File: config.mk
export PLATFORM = sky130hd
export DESIGN_NAME = stream_feeder
export DESIGN_NICKNAME = d
export VERILOG_FILES = /design/src/rtl/stream_feeder.sv
export SDC_FILE = /design/constraint.sdc
export NUM_CORES = 1
export LEC_CHECK = 0
export CAP_MARGIN = 20
export CORE_MARGIN = 2
export CORE_UTILIZATION = 34
export CTS_CLUSTER_SIZE = 8
export DETAILED_ROUTE_END_ITERATION = 7
export GPL_TIMING_DRIVEN = 1
export PLACE_DENSITY = 0.69
export SYNTH_ARGS = -nofsm -noshare
export SYNTH_HDL_FRONTEND = slang
export SYNTH_SLANG_ARGS = --single-unit
export TNS_END_PERCENT = 50
File: constraint.sdc
create_clock -name clk -period 33.9 [get_ports clk]
set_clock_uncertainty 0.1 [all_clocks]
set_input_delay 6.78 -clock clk [delete_from_list [all_inputs] [get_ports clk]]
set_output_delay 6.78 -clock clk [all_outputs]
set_load 0.005 [all_outputs]
File: src/rtl/stream_feeder.sv
// stream_feeder: reads a contiguous, wrapping BRAM address range and streams the words
// out in address order through a 2-entry buffer under valid/ready flow control.
module stream_feeder #(
    parameter int DATA_W = 256,
    parameter int ADDR_W = 11
) (
    input  logic              clk,
    input  logic              rst,
    input  logic              start,
    input  logic [ADDR_W-1:0] base_addr,
    input  logic [ADDR_W:0]   word_count,
    output logic              bram_en,
    output logic [ADDR_W-1:0] bram_addr,
    input  logic [DATA_W-1:0] bram_dout,
    output logic [DATA_W-1:0] interface_out,
    output logic              output_vld,
    input  logic              input_ready,
    output logic              busy,
    output logic              done,
    output logic [1:0]        state
);

    typedef enum logic [1:0] {
        S_IDLE  = 2'b00,
        S_RUN   = 2'b01,
        S_DRAIN = 2'b10
    } state_t;

    localparam logic [ADDR_W:0]   CNT_ONE  = (ADDR_W+1)'(1);
    localparam logic [ADDR_W-1:0] ADDR_ONE = ADDR_W'(1);

    state_t            cur;
    state_t            nxt;

    logic [ADDR_W-1:0] rd_addr;
    logic [ADDR_W:0]   rd_rem;
    logic [ADDR_W:0]   snd_rem;
    logic              vld_p1;

    logic [DATA_W-1:0] fifo_mem [2];
    logic              wr_ptr;
    logic              rd_ptr;
    logic [1:0]        fifo_cnt;

    logic              fifo_empty;
    logic              pop;
    logic              push;
    logic              fifo_pop;
    logic [2:0]        level;
    logic              room;
    logic              accept;
    logic              last_rd;
    logic              last_snd;

    // The word returning from BRAM this cycle is already visible at the output
    // (bypass), so it counts toward the two-word limit together with the FIFO.
    assign fifo_empty = (fifo_cnt == 2'd0);
    assign output_vld = !fifo_empty || vld_p1;
    assign pop        = output_vld && input_ready;
    assign push       = vld_p1 && !(fifo_empty && pop);
    assign fifo_pop   = pop && !fifo_empty;
    assign level      = {1'b0, fifo_cnt} + {2'b00, vld_p1};
    assign room       = level < (3'd2 + {2'b00, pop});
    assign accept     = (cur == S_IDLE) && start;
    assign last_rd    = bram_en && (rd_rem == CNT_ONE);
    assign last_snd   = pop && (snd_rem == CNT_ONE);

    always_ff @(posedge clk) begin
        if (rst) begin
            cur <= S_IDLE;
        end else begin
            cur <= nxt;
        end
    end

    always_comb begin
        nxt = cur;
        unique case (cur)
            S_IDLE:  if (start && (word_count != '0)) nxt = S_RUN;
            S_RUN:   if (last_rd) nxt = S_DRAIN;
            S_DRAIN: if (last_snd) nxt = S_IDLE;
            default: nxt = S_IDLE;
        endcase
    end

    always_comb begin
        busy          = (cur != S_IDLE);
        state         = cur;
        bram_en       = (cur == S_RUN) && (rd_rem != '0) && room;
        bram_addr     = rd_addr;
        interface_out = '0;
        if (!fifo_empty) begin
            interface_out = fifo_mem[rd_ptr];
        end else if (vld_p1) begin
            interface_out = bram_dout;
        end
    end

    // Stage p0 -> p1: read issue; vld_p1 marks BRAM data arriving this cycle.
    always_ff @(posedge clk) begin
        if (rst) begin
            rd_addr  <= '0;
            rd_rem   <= '0;
            snd_rem  <= '0;
            vld_p1   <= 1'b0;
            wr_ptr   <= 1'b0;
            rd_ptr   <= 1'b0;
            fifo_cnt <= 2'd0;
            done     <= 1'b0;
        end else begin
            vld_p1 <= bram_en;
            if (accept) begin
                rd_addr <= base_addr;
                rd_rem  <= word_count;
                snd_rem <= word_count;
            end else begin
                if (bram_en) begin
                    rd_addr <= rd_addr + ADDR_ONE;
                    rd_rem  <= rd_rem - CNT_ONE;
                end
                if (pop) begin
                    snd_rem <= snd_rem - CNT_ONE;
                end
            end
            if (push) begin
                wr_ptr <= ~wr_ptr;
            end
            if (fifo_pop) begin
                rd_ptr <= ~rd_ptr;
            end
            fifo_cnt <= fifo_cnt + {1'b0, push} - {1'b0, fifo_pop};
            done     <= (accept && (word_count == '0)) || ((cur == S_DRAIN) && last_snd);
        end
    end

    // Stage p1 -> p2: capture returning words the consumer did not take directly.
    always_ff @(posedge clk) begin
        if (push) begin
            fifo_mem[wr_ptr] <= bram_dout;
        end
    end

endmodule

==> Yosys cells after proc, flatten, opt, wreduce, memory -nomap -nowiden <==
Memories as Yosys holds them, arrays and structs flattened. A register that Yosys moved wholly into a read port is not among the register bits.
Cells that the tools add are included.
{ "totals": {"regBits": 43, "ram_bits": 512, "in_bits": 283, "out_inout_bits": 273, "memories": 1} }
{ "mem_list": {"columns": ["name", "depth", "width", "read_ports", "rd_clocked_by_memory_dff", "wr", "line", "text"], "rows": [
  ["fifo_mem", 2, 256, 1, 1, 1, "40", "logic [DATA_W-1:0] fifo_mem [2];"]
]} }
{ "classes": {"addsub": 7, "order_cmp": 1, "n_eq_ne": 7, "n_mux": 16, "bitwise_logic": 2, "reduce_logical": 25} }
{ "op_table": {"columns": ["op", "count"], "rows": [
  ["$mux W256", 2],
  ["$mux W12", 4],
  ["$eq A12 B1 Y1 const B", 2],
  ["$reduce_bool A12 Y1", 2],
  ["$sub A12 B1 Y12 const B", 2],
  ["$mux W11", 2],
  ["$logic_and A1 B1 Y1", 12],
  ["$logic_not A12 Y1", 1],
  ["$add A11 B1 Y11 const B", 1],
  ["$mux W2", 3],
  ["$pmux W2 S3", 1],
  ["$reduce_bool A2 Y1", 3],
  ["$logic_not A2 Y1", 2],
  ["$mux W1", 4],
  ["$ne A2 B2 Y1 const B", 2],
  ["$add A2 B1 Y3", 1],
  ["$add A2 B1 Y3 const A", 1],
  ["$lt A3 B3 Y1", 1],
  ["$reduce_and A3 Y1", 1],
  ["$add A2 B1 Y2", 1],
  ["$eq A2 B1 Y1 const B", 1],
  ["$eq A2 B2 Y1 const B", 1],
  ["$logic_not A1 Y1", 2],
  ["$logic_or A1 B1 Y1", 2],
  ["3 further kinds", 4]
]} }

==> Longest topological paths before layout <==
Gate-level depths: netlist (run 1).
{ "logic_depth": {"ltp_word": 10, "ltp_mapped": 11} }

==> Worst setup path before layout (run 1) <==
No wires, ideal clock.
{ "synth_timing": {"path_type": "in2reg", "from": "input input_ready", "to": "memory fifo_mem[0][0], enable pin", "setup_time_ns": 0.877, "arrival_ns": 17.543, "required_time_ns": 32.923, "slack_ns": 15.380, "cell_stages": 3, "path_buffers": 0, "path_cell_list": "nand2_1 -> nand2_1 -> nor2_1"} }
{ "synth_between": {"elab_chain_cells": 6} }
{ "synth_lines": {"columns": ["element", "line", "text"], "rows": [
  ["start: declaration", "17", "input logic input_ready,"],
  ["$logic_and A1 B1 Y1", "59", "assign pop = output_vld && input_ready;"],
  ["$logic_and A1 B1 Y1", "60", "assign push = vld_p1 && !(fifo_empty && pop);"],
  ["$logic_not A1 Y1", "60", null],
  ["$logic_and A1 B1 Y1", "60", null],
  ["$mux W1", "138", "if (push) begin"],
  ["$mux W1 (implied by the code)", "139", "fifo_mem[wr_ptr] <= bram_dout;"],
  ["end: declaration", "40", null]
]} }
Every way passes these cells.

==> Worst setup path in the final report (run 1) <==
{ "layout_timing": {"from": "input input_ready", "to": "output bram_en"} }
{ "layout_between": {"elab_chain_cells": 4} }
{ "layout_lines": {"columns": ["element", "line", "text"], "rows": [
  ["$logic_and A1 B1 Y1", "59", null],
  ["$add A2 B1 Y3", "63", "assign room = level < (3'd2 + {2'b00, pop});"],
  ["$lt A3 B3 Y1", "63", null],
  ["$logic_and A1 B1 Y1", "89", "bram_en = (cur == S_RUN) && (rd_rem != '0) && room;"],
  ["end: declaration", "12", "output logic bram_en,"]
]} }
Every way passes these cells.

==> impl_results.md, run 1 <==
- Run status: finished, final reports clean
- Highest net fanout along the worst path: 16
- Hold bufs inserted after CTS: 0
- Headroom to the max-slew limit: 11.4%
- Total negative slack for setup checks: 0 ps
- Post-synthesis register bit count: 556
- Routed Antenna Nets: 0
- Final-report hold violation count: 0
- Number of warnings issued by yosys: 0
- Number of synthesized flops with an enable pin: 512
- Total wire length: approximately 60000 um
- Commonest cells after routing, fill and taps aside: 555 x clkdlybuf4s50_1, 512 x edfxtp_1, 272 x nand3_1
- Synthesized netlist net count: 1979
- Horizontal die dimension: 266 um
- Number of instances in the synthesized netlist: ~1700
- Gr ovfl total: 0
- Layout-stage area growth over the synthesis result: 36.3%
- Internal power component: about 1.5 mW
- CTS Sinks: 556
- Worst endpoint data arrival time: 9480 ps
- Clock period minus worst slack: 16360 ps
- DR pass1 iterations: 8
- Die span in y: 266 um
- Clock tree from TritonCTS: built
- Simple-gate area share of the yosys netlist: 8.25%
- Count of fill cells added during filler insertion: 5894
- Share of post-route cells with drive strength above 1: approximately 5.4%
- Worst R2R Path Depth: 8
- Share of cell area taken by muxes after synthesis: 11.0%
- Commonest non-fill, non-tap cell in the layout: clkdlybuf4s50_1
- Flop2flop setup slack: just over 30000 ps
- Power per cell area: 66.5 nW/um^2
- Total of cells resized after clock tree synthesis: 0
- Synth Flop Type: edfxtp_1
- Min-Delay Path Class: reg -> reg
- Main combinational cell family by area after synthesis: multiplexers
- HPWL after DPL: 38400 um
- Max-capacitance violation count: 0
- Post-Route Hold Slack: between 400 and 500 ps
- Vias: 16000
- Total placed instance area: 29700 sq um
- Total DRC errors in the routed layout: 0
- Via density per instance: 5.13
- Critical path class: in -> out
- Final setup fails: 0
- Area of the placeable core: 68300 sq um
- Worst reg2reg path startpoint: vld_p1$_SDFF_PP0_
- Period utilisation layout: about 48%
- Net Switching: 0.609 mW
- Pre-CTS worst setup slack: 17570 ps
- Worst hold stages: 1
- Clock transition at the register clock pins on the worst setup and hold paths after CTS: 50 ps
- Largest net degree at the start of global routing: 257
- Floorplan die area: 70900 sq um
- Clk buf depth: 3
- Global router's overall resource usage: between 15 and 20%
- Global-route wire length before repair: 92600 um
- Number of antenna violations at the first check in global routing: 6
- Worst Path Required: 27020 ps
- Finished Core Util: between 40% and 50%
- Leakage power summed over all cells: 9.92 nW
- Pwr Total: 2.12 mW
- Net switching share of the total power: between 20 and 30%
- Gpl congestion: between 0.8 and 0.9
- Clock root buffer master: clkbuf_16
- DR iter-0 viols: about 1200
- Count of standard-cell rows: 96
- Worst setup path startpoint: input_ready
- # placed instances: 3012
- Ports: 556
- Clock buffer count from CTS: 79
- Area fraction in compound gates after synthesis: between 7 and 8%
- Count of pins over their slew limit: 0
- Sequential fraction of design power: 38.1%
- Via count of the first global-routing pass: 16000
- Number of unique standard cell types used by synthesis: 57
- Combinational power share: a little under 30%
- Actual transition at the worst max-transition pin: 1330 ps
- Peak supply drop: 0.0000571 V
- Non-filler instance count after layout: 3117
- Post-synthesis cell area: 23400 sq um
- Type of element capturing the critical path: output pin
- Fmax: 61.1 MHz
- Clock network power share: 32.9%
- Synthesized-area fraction occupied by xor and xnor cells: 0.711%
- Avg WL per Cell: 19.7 um
- Synth Area per Inst: 13.9 sq um
- H-tree lvl count: 3
- Final std cell area, no fill: 31900 sq um
- Worst-Skew Late Latency: 600 ps
- Number of nets in the finished design: ~2500
- Starting density of the core: 34.2%
- Adder and majority gate portion of the synthesized area: 0.535%
- RSZ-0062 raised after global routing: false
- Hold path start: bram_addr[8]$_SDFFE_PP0P_
- Async SR Flop Fraction: 0%
- Launching element type of the critical path: primary input
- Seq/Total Area, Yosys: 69.5%
- Buffers inserted during post-CTS setup optimization: 0
- PortBufs: between 500 and 600
- Setup slack of the critical path after layout: 17540 ps
## synthesized netlist by cell type (4+ instances only)
master / count / area share [%]
a211oi_1: 9 / 0.29
a21oi_1: 20 / 0.43
a311oi_1: 5 / 0.19
a31oi_1: 8 / 0.21
and2_1: 4 / 0.11
and3_1: 5 / 0.13
buf_1: 18 / 0.29
buf_2: 15 / 0.32
clkbuf_1: 92 / 1.5
dfxtp_1: 44 / 3.8
edfxtp_1: 512 / 66
ha_1: 10 / 0.53
inv_1: 9 / 0.14
mux2i_1: 257 / 11
nand2_1: 17 / 0.27
nand3_1: 272 / 5.8
nand4_1: 11 / 0.29
nor2_1: 36 / 0.58
nor3_1: 5 / 0.11
nor4_1: 5 / 0.13
o21ai_0: 263 / 5.6
or3_1: 6 / 0.16
xnor2_1: 6 / 0.22
xor2_1: 13 / 0.49
## cell type report
cell class / instances / area, sq um / share of cell area, %
clock buffer: 93 / 2040 / 6.39
timing repair buffer: 572 / 5730 / 18.0
sequential: 556 / 16300 / 51.0
clock inverter: 6 / 93.8 / 0.294
multi-input combinational: 993 / 6610 / 20.7
inverter: 10 / 37.5 / 0.118
antenna: 5 / 12.5 / 0.0392
tap: 882 / 1100 / 3.46
## per-layer routing
| metal | track usage, % | up-vias | share of wire [%] |
|---|---|---|---|
| met2 | 27.8 | 555 | 50 |
| met5 | 0 | - | 0.021 |
| met1 | 19.8 | 7757 | 39 |
| li1 | - | 7566 | - |
| met3 | 4.93 | 102 | 7.6 |
| met4 | 7.20 | 2 | 3.1 |
## final timing paths
path	endpoint
worst min-delay path	bram_addr[8]$_SDFFE_PP0P_
worst min register to register	bram_addr[8]$_SDFFE_PP0P_
worst max register to register	bram_addr[3]$_SDFFE_PP0P_
worst max-delay path	bram_en
## power groups by stage
stage	Combinational (mW)	Clock [mW]	Sequential, mW
5_1_grt	0.664	0.741	0.811
3_3_place_gp	0.609	0	0.819
4_1_cts	0.619	0.714	0.808
2_1_floorplan	0.289	0	0.818
3_5_place_dp	0.616	0	0.821
6_report	0.615	0.697	0.808
## state kept, by name, summed over array words and instances, names as in the netlist, named ones only
signal and count:
fifo_mem 512, rd_rem 12, snd_rem 12, bram_addr 11, fifo_cnt 2, state 2, done 1, rd_ptr 1
vld_p1 1, wr_ptr 1
## critical path, cell delays in order
cell and delay (ps):
clkdlybuf4s50_1 580, nand2b_1 130, a2111oi_4 950, nand2_4 190, inv_2 300, clkdlybuf4s50_1 560
## logic make-up after synthesis
logic type,Yosys count
flops,556
simple gates,379
compound gates,327
mux,258
buf+inv,137
xor+xnor,19
fa+ha+maj,10
No activity file was read; power rests on OpenSTA's default activity.
==> inputs of run 2 (changes only) <==
==> constraint.sdc (replaced) <==
create_clock -name clk -period 16.45 [get_ports clk]
set_clock_uncertainty 0.1 [all_clocks]
set_input_delay 3.29 -clock clk [delete_from_list [all_inputs] [get_ports clk]]
set_output_delay 3.29 -clock clk [all_outputs]
set_load 0.005 [all_outputs]
==> run 2 against run 1 <==
Effect of this change:
- the flow now finishes with violations (slew limit)
- via count up 0.26%
- count of clock-buffer cells in the layout up 1
- hold slack worse by 39 ps
- first-iteration DRC count up 4.1%
- sequential share of layout area down 0.12 points
- largest power group unchanged
==> impl_results.md, run 2 (synthesized netlist as in run 1, its figures left out) <==
- Most repeated library cell on the critical path: clkdlybuf4s50_1
- # placed instances: 3012 (unchanged)
- Internal power component: 3.13 mW (+110%)
- Pwr Total: 4.40 mW (+110%)
- Total placed instance area: 29700 sq um (unchanged)
- DR pass1 iterations: 5 (-3)
- Share of post-route cells with drive strength above 1: 5.55% (+0.12 points)
- Highest net fanout along the worst path: 16 (unchanged)
- Buffers inserted during post-CTS setup optimization: 0 (unchanged)
- Violations in the final reports: slew limit
- Fmax: 107 MHz
- Count of pins over their slew limit: 42 (+42)
- Final std cell area, no fill: 32000 sq um (+0.24%)
- Total DRC errors in the routed layout: 0 (unchanged)
- Finished Core Util: 46.8% (+0.11 points)
- Number of antenna violations at the first check in global routing: 6 (unchanged)
- Max-capacitance violation count: 0 (unchanged)
- CTS Sinks: 556 (unchanged)
- Largest net degree at the start of global routing: 256 (-0.39%)
- Clock network power share: 33.4% (+0.5 points)
- Pre-CTS worst setup slack: 7130 ps (-10440 ps)
- Routed Antenna Nets: 0 (unchanged)
- Headroom to the max-slew limit: -2.34% (-14 points)
- Peak supply drop: 0.000137 V (+140%)
- Gpl congestion: 0.830 (-1.4%)
- Period utilisation layout: 56.9%
- Hold bufs inserted after CTS: 0 (unchanged)
- Power per cell area: 138 nW/um^2 (+110%)
- Net Switching: 1.27 mW (+110%)
- Area of the placeable core: 68300 sq um (unchanged)
- Via count of the first global-routing pass: 16200 (+0.68%)
- Clock buffer count from CTS: 80 (+1.3%)
- Clk buf depth: 3 (unchanged)
- Post-Route Hold Slack: 372 ps (-38.7 ps)
- Run status: finished with violations
- PortBufs: 555 (unchanged)
- Total of cells resized after clock tree synthesis: 0 (unchanged)
- Clock period minus worst slack: 9360 ps
- Cell-by-cell listing of the critical path: clkdlybuf4s50_1 > nand2b_1 > a2111oi_4 > nand2_4 > inv_2 > clkdlybuf4s50_1
- Type of element capturing the critical path: output pin
- Final-report hold violation count: 0 (unchanged)
- Die span in y: 266 um (unchanged)
- Worst endpoint data arrival time: 5970 ps (-3510 ps)
- Count of standard-cell rows: 96 (unchanged)
- Global-route wire length before repair: 92900 um (+0.39%)
- Leakage power summed over all cells: 9.96 nW (+0.37%)
- DR iter-0 viols: 1214 (+4.1%)
- Horizontal die dimension: 266 um (unchanged)
- Floorplan die area: 70900 sq um (unchanged)
- Commonest non-fill, non-tap cell in the layout: clkdlybuf4s50_1
- Commonest cells after routing, fill and taps aside: 555 x clkdlybuf4s50_1, 512 x edfxtp_1, 272 x nand3_1
- Setup slack of the critical path after layout: 7090 ps (-10450 ps)
- Vias: 16000 (+0.26%)
- Final setup fails: 0 (unchanged)
- Max reg flops: 512 (unchanged)
- Non-filler instance count after layout: 3121 (+0.13%)
- Largest registers: fifo_mem (512), rd_rem (12), snd_rem (12)
- Net switching share of the total power: 28.9% (+0.17 points)
- Worst-Skew Late Latency: 600 ps (about the same)
- Ports: 556 (unchanged)
- Min-Delay Path Class: reg -> reg
- Launching element type of the critical path: primary input
- Number of nets in the finished design: 2506 (+0.040%)
- Slowest stage cell, crit path: a2111oi_4
- Clock tree from TritonCTS: built
- Critical path class: in -> out
- Avg WL per Cell: 19.7 um (+0.22%)
- HPWL after DPL: 38100 um (-0.72%)
- Worst Path Required: 13060 ps (-13960 ps)
- Clock transition at the register clock pins on the worst setup and hold paths after CTS: 50 ps (about the same)
- Total negative slack for setup checks: 0 ps (unchanged)
- Global router's overall resource usage: 16.6% (about the same)
- Count of fill cells added during filler insertion: 5930 (+0.61%)
- Sequential fraction of design power: 37.8% (-0.3 points)
- H-tree lvl count: 3 (unchanged)
- Actual transition at the worst max-transition pin: 1540 ps (+206 ps)
- Combinational power share: 28.8% (-0.2 points)
- Clock root buffer master: clkbuf_16
- Gr ovfl total: 0 (unchanged)
- Total wire length: 61600 um (+0.35%)
- Largest reg by FF count: fifo_mem
- Starting density of the core: 34.2% (unchanged)
- Via density per instance: 5.13 (+0.13%)
- Max incr delay on CP: 940 ps (about the same)
- Layout-stage area growth over the synthesis result: 36.7%
- RSZ-0062 raised after global routing: false
## run 2: cell types whose count changed in the layout (fill, tap and decap cells not counted), sizes merged
| cell | previous run | this run |
|---|---|---|
| inv | 12 | 15 |
| diode | 5 | 4 |
| clkinv | 4 | 5 |
| clkbuf | 93 | 94 |
## run 2: final cells by class
class | count | area (sq um) | share of cell area (%)
Sequential cell | 556 | 16300 | 50.9
Clock inverter | 10 | 148 | 0.462
Multi-Input combinational cell | 993 | 6610 | 20.7
Timing Repair Buffer | 572 | 5730 | 17.9
Inverter | 10 | 37.5 | 0.117
Tap cell | 882 | 1100 | 3.45
Clock buffer | 94 | 2060 | 6.46
Antenna cell | 4 | 10.0 | 0.0313
## run 2: power groups by stage
stage                     sequential, mW  combinational (mW)  clock [mW]
after floorplan                     1.69               0.596           0
after global placement              1.69                1.26           0
after detailed placement            1.69                1.27           0
after CTS                           1.66                1.27        1.51
after global routing                1.67                1.37        1.56
final                               1.67                1.27        1.47
## run 2: metal layers
layer | global-route usage [%] | wire length [um] | part of all wire [%] | up-vias
li1 | - | - | - | 7571
met1 | 20.1 | 24200 | 39 | 7792
met2 | 27.8 | 30900 | 50 | 540
met3 | 4.61 | 4440 | 7.2 | 119
met4 | 6.97 | 1940 | 3.1 | 2
met5 | 0 | 13 | 0.021 | -
## run 2: critical path: cells and delay by family
kind                   cells  cell delay (ps)
AOI/OAI and AO/OA          1              940
and+or+nand+nor            2              310
buffers and inverters      3             1420
## run 2: final timing paths
path / from / to / slack (ps) / depth (start not counted)
min reg2reg: rd_rem[11]$_SDFFE_PP0P_ / rd_rem[11]$_SDFFE_PP0P_ / 370 / 2
max: input_ready / bram_en / 7090 / 6
min: rd_rem[11]$_SDFFE_PP0P_ / rd_rem[11]$_SDFFE_PP0P_ / 370 / 2
max reg2reg: vld_p1$_SDFF_PP0_ / bram_addr[1]$_SDFFE_PP0P_ / 13050 / 8
==> inputs of run 3 (changes only) <==
--- a/config.mk
+++ b/config.mk
@@ -11,7 +11,7 @@
 export CTS_CLUSTER_SIZE = 8
 export DETAILED_ROUTE_END_ITERATION = 7
 export GPL_TIMING_DRIVEN = 1
-export PLACE_DENSITY = 0.69
+export PLACE_DENSITY = 0.71
 export SYNTH_ARGS = -nofsm -noshare
 export SYNTH_HDL_FRONTEND = slang
 export SYNTH_SLANG_ARGS = --single-unit
==> constraint.sdc (replaced) <==
create_clock -name clk -period 8.45 [get_ports clk]
set_clock_uncertainty 0.1 [all_clocks]
set_input_delay 1.69 -clock clk [delete_from_list [all_inputs] [get_ports clk]]
set_output_delay 1.69 -clock clk [all_outputs]
set_load 0.005 [all_outputs]
==> run 3 against run 2 <==
Effect of this change:
- the run now ends clean
- sequential cell count is the same
- cell area is essentially flat
- global-route usage is essentially flat
- first-iteration DRC count grew 4.4%
- wire length grew 0.32%
- non-clock buffer count grew 1
- clock power grew 95%
- core utilization is essentially flat
- cell count shrank 0.19%
- hold slack gained 0.70 ps
- register-to-register slack lost 8600 ps
- count of clock-buffer cells in the layout shrank 2
- critical endpoint unchanged
==> impl_results.md, run 3 (synthesized netlist as in run 1, its figures left out) <==
- Starting density of the core: 34.2% (unchanged)
- Worst-Skew Late Latency: 600 ps (about the same)
- Period utilisation layout: 73.6%
- Floorplan die area: 70900 sq um (unchanged)
- Vias: 16100 (+0.43%)
- Total negative slack for setup checks: 0 ps (unchanged)
- Commonest cells after routing, fill and taps aside: 555 x clkdlybuf4s50_1, 512 x edfxtp_1, 272 x nand3_1
- Combinational power share: 28.7% (about the same)
- Count of fill cells added during filler insertion: 5880 (-0.84%)
- Non-filler instance count after layout: 3115 (-0.19%)
- Total placed instance area: 29800 sq um (+0.13%)
- Power per cell area: 268 nW/um^2 (+95%)
- Commonest non-fill, non-tap cell in the layout: clkdlybuf4s50_1
- Worst Path Required: 6660 ps (-6400 ps)
- Largest reg by FF count: fifo_mem
- Via count of the first global-routing pass: 16000 (-1.1%)
- Worst endpoint data arrival time: 4430 ps (-1540 ps)
- H-tree lvl count: 3 (unchanged)
- Max reg flops: 512 (unchanged)
- RSZ-0062 raised after global routing: false
- Final-report hold violation count: 0 (unchanged)
- HPWL after DPL: 39000 um (+2.2%)
- Number of antenna violations at the first check in global routing: 3 (-3)
- Slowest stage cell, crit path: a2111oi_4
- Type of element capturing the critical path: output pin
- Max-capacitance violation count: 0 (unchanged)
- Internal power component: 6.11 mW (+95%)
- Die span in y: 266 um (unchanged)
- Horizontal die dimension: 266 um (unchanged)
- Critical path class: in -> out
- Largest net degree at the start of global routing: 237 (-7.4%)
- Sequential fraction of design power: 37.8% (about the same)
- Max incr delay on CP: 990 ps (+50 ps)
- Leakage power summed over all cells: 9.97 nW (+0.11%)
- DR pass1 iterations: 6 (+1)
- Final std cell area, no fill: 32000 sq um (about the same)
- Highest net fanout along the worst path: 16 (unchanged)
- Setup slack of the critical path after layout: 2230 ps (-4860 ps)
- Net Switching: 2.46 mW (+94%)
- Pwr Total: 8.57 mW (+95%)
- Buffers inserted during post-CTS setup optimization: 0 (unchanged)
- Total of cells resized after clock tree synthesis: 0 (unchanged)
- Hold bufs inserted after CTS: 0 (unchanged)
- Layout-stage area growth over the synthesis result: 36.7% (about the same)
- # placed instances: 3014 (+0.066%)
- Clock period minus worst slack: 6220 ps
- Most repeated library cell on the critical path: clkdlybuf4s50_1
- Clock buffer count from CTS: 80 (unchanged)
- Count of pins over their slew limit: 0 (-100%)
- Pre-CTS worst setup slack: 2290 ps (-4830 ps)
- Share of post-route cells with drive strength above 1: 5.55% (about the same)
- Largest registers: fifo_mem (512), rd_rem (12), snd_rem (12)
- Routed Antenna Nets: 0 (unchanged)
- Cell-by-cell listing of the critical path: clkdlybuf4s50_1 > nand2b_1 > a2111oi_4 > nand2_4 > inv_2 > clkdlybuf4s50_1
- Clock transition at the register clock pins on the worst setup and hold paths after CTS: 50 ps (about the same)
- Gpl congestion: 0.830 (about the same)
- Gr ovfl total: 0 (unchanged)
- Via density per instance: 5.17 (+0.62%)
- Area of the placeable core: 68300 sq um (unchanged)
- Clock root buffer master: clkbuf_16
- Avg WL per Cell: 19.8 um (+0.52%)
- Ports: 556 (unchanged)
- Min-Delay Path Class: reg -> reg
- Global router's overall resource usage: 16.6% (+0.018 points)
- Peak supply drop: 0.000223 V (+62%)
- Run status: finished, final reports clean
- Total wire length: 61800 um (+0.32%)
- DR iter-0 viols: 1268 (+4.4%)
- Clock tree from TritonCTS: built
- PortBufs: 555 (unchanged)
- Fmax: 161 MHz
- Global-route wire length before repair: 92900 um (about the same)
- Clock network power share: 33.5% (about the same)
- Headroom to the max-slew limit: 22.5% (+25 points)
- Count of standard-cell rows: 96 (unchanged)
- Number of antenna diodes: 0 (-4)
- CTS Sinks: 556 (unchanged)
- Total DRC errors in the routed layout: 0 (unchanged)
- Final setup fails: 0 (unchanged)
- Net switching share of the total power: 28.7% (-0.16 points)
- Number of nets in the finished design: 2507 (+0.040%)
- Clk buf depth: 3 (unchanged)
- Actual transition at the worst max-transition pin: 1160 ps (-373 ps)
- Launching element type of the critical path: primary input
run 3: metrics by stage:
step / util, % / hold WS (ps)
finish: 46.8 / 373
global route: 46.8 / 420
CTS: 46.8 / 373
detailed placement: 43.6 / 366
global placement: 43.6 / 369
floorplan: - / 341
run 3: critical path, delay by kind of cell:
family	cells	cell delay, ps
compound gates	1	990
simple gates	2	320
buf+inv	3	1420
run 3: power by group through the flow:
| stage | registers (mW) | clock network [mW] | logic [mW] |
|---|---|---|---|
| after floorplan | 3.25 | 0 | 1.16 |
| after global placement | 3.28 | 0 | 2.44 |
| after detailed placement | 3.29 | 0 | 2.47 |
| after CTS | 3.24 | 2.95 | 2.48 |
| after global routing | 3.25 | 3.07 | 2.65 |
| final | 3.24 | 2.87 | 2.46 |
run 3: path summary, 6_finish.rpt:
kind                                         startpoint                   endpoint  slack [ps]  cells after the start
worst max register to register        vld_p1$_SDFF_PP0_  fifo_mem[0][64]$_DFFE_PP_        4460                      5
worst max-delay path                        input_ready                    bram_en        2230                      6
worst min-delay path            rd_rem[11]$_SDFFE_PP0P_    rd_rem[11]$_SDFFE_PP0P_         370                      2
worst min register to register  rd_rem[11]$_SDFFE_PP0P_    rd_rem[11]$_SDFFE_PP0P_         370                      2
run 3: cell type report:
| class | count | area, sq um | area share (%) |
|---|---|---|---|
| Multi-Input combinational cell | 993 | 6610 | 20.7 |
| Timing Repair Buffer | 573 | 5750 | 18.0 |
| Sequential cell | 556 | 16300 | 50.8 |
| Tap cell | 882 | 1100 | 3.45 |
| Inverter | 10 | 37.5 | 0.117 |
| Clock buffer | 92 | 2050 | 6.40 |
| Clock inverter | 9 | 168 | 0.524 |
run 3: layer usage:
layer	vias up	wire length, um	global-route usage, %
li1	7559	-	-
met2	606	31000	28.2
met5	-	32	0
met1	7794	24300	20.0
met4	6	1640	5.69
met3	128	4870	5.22
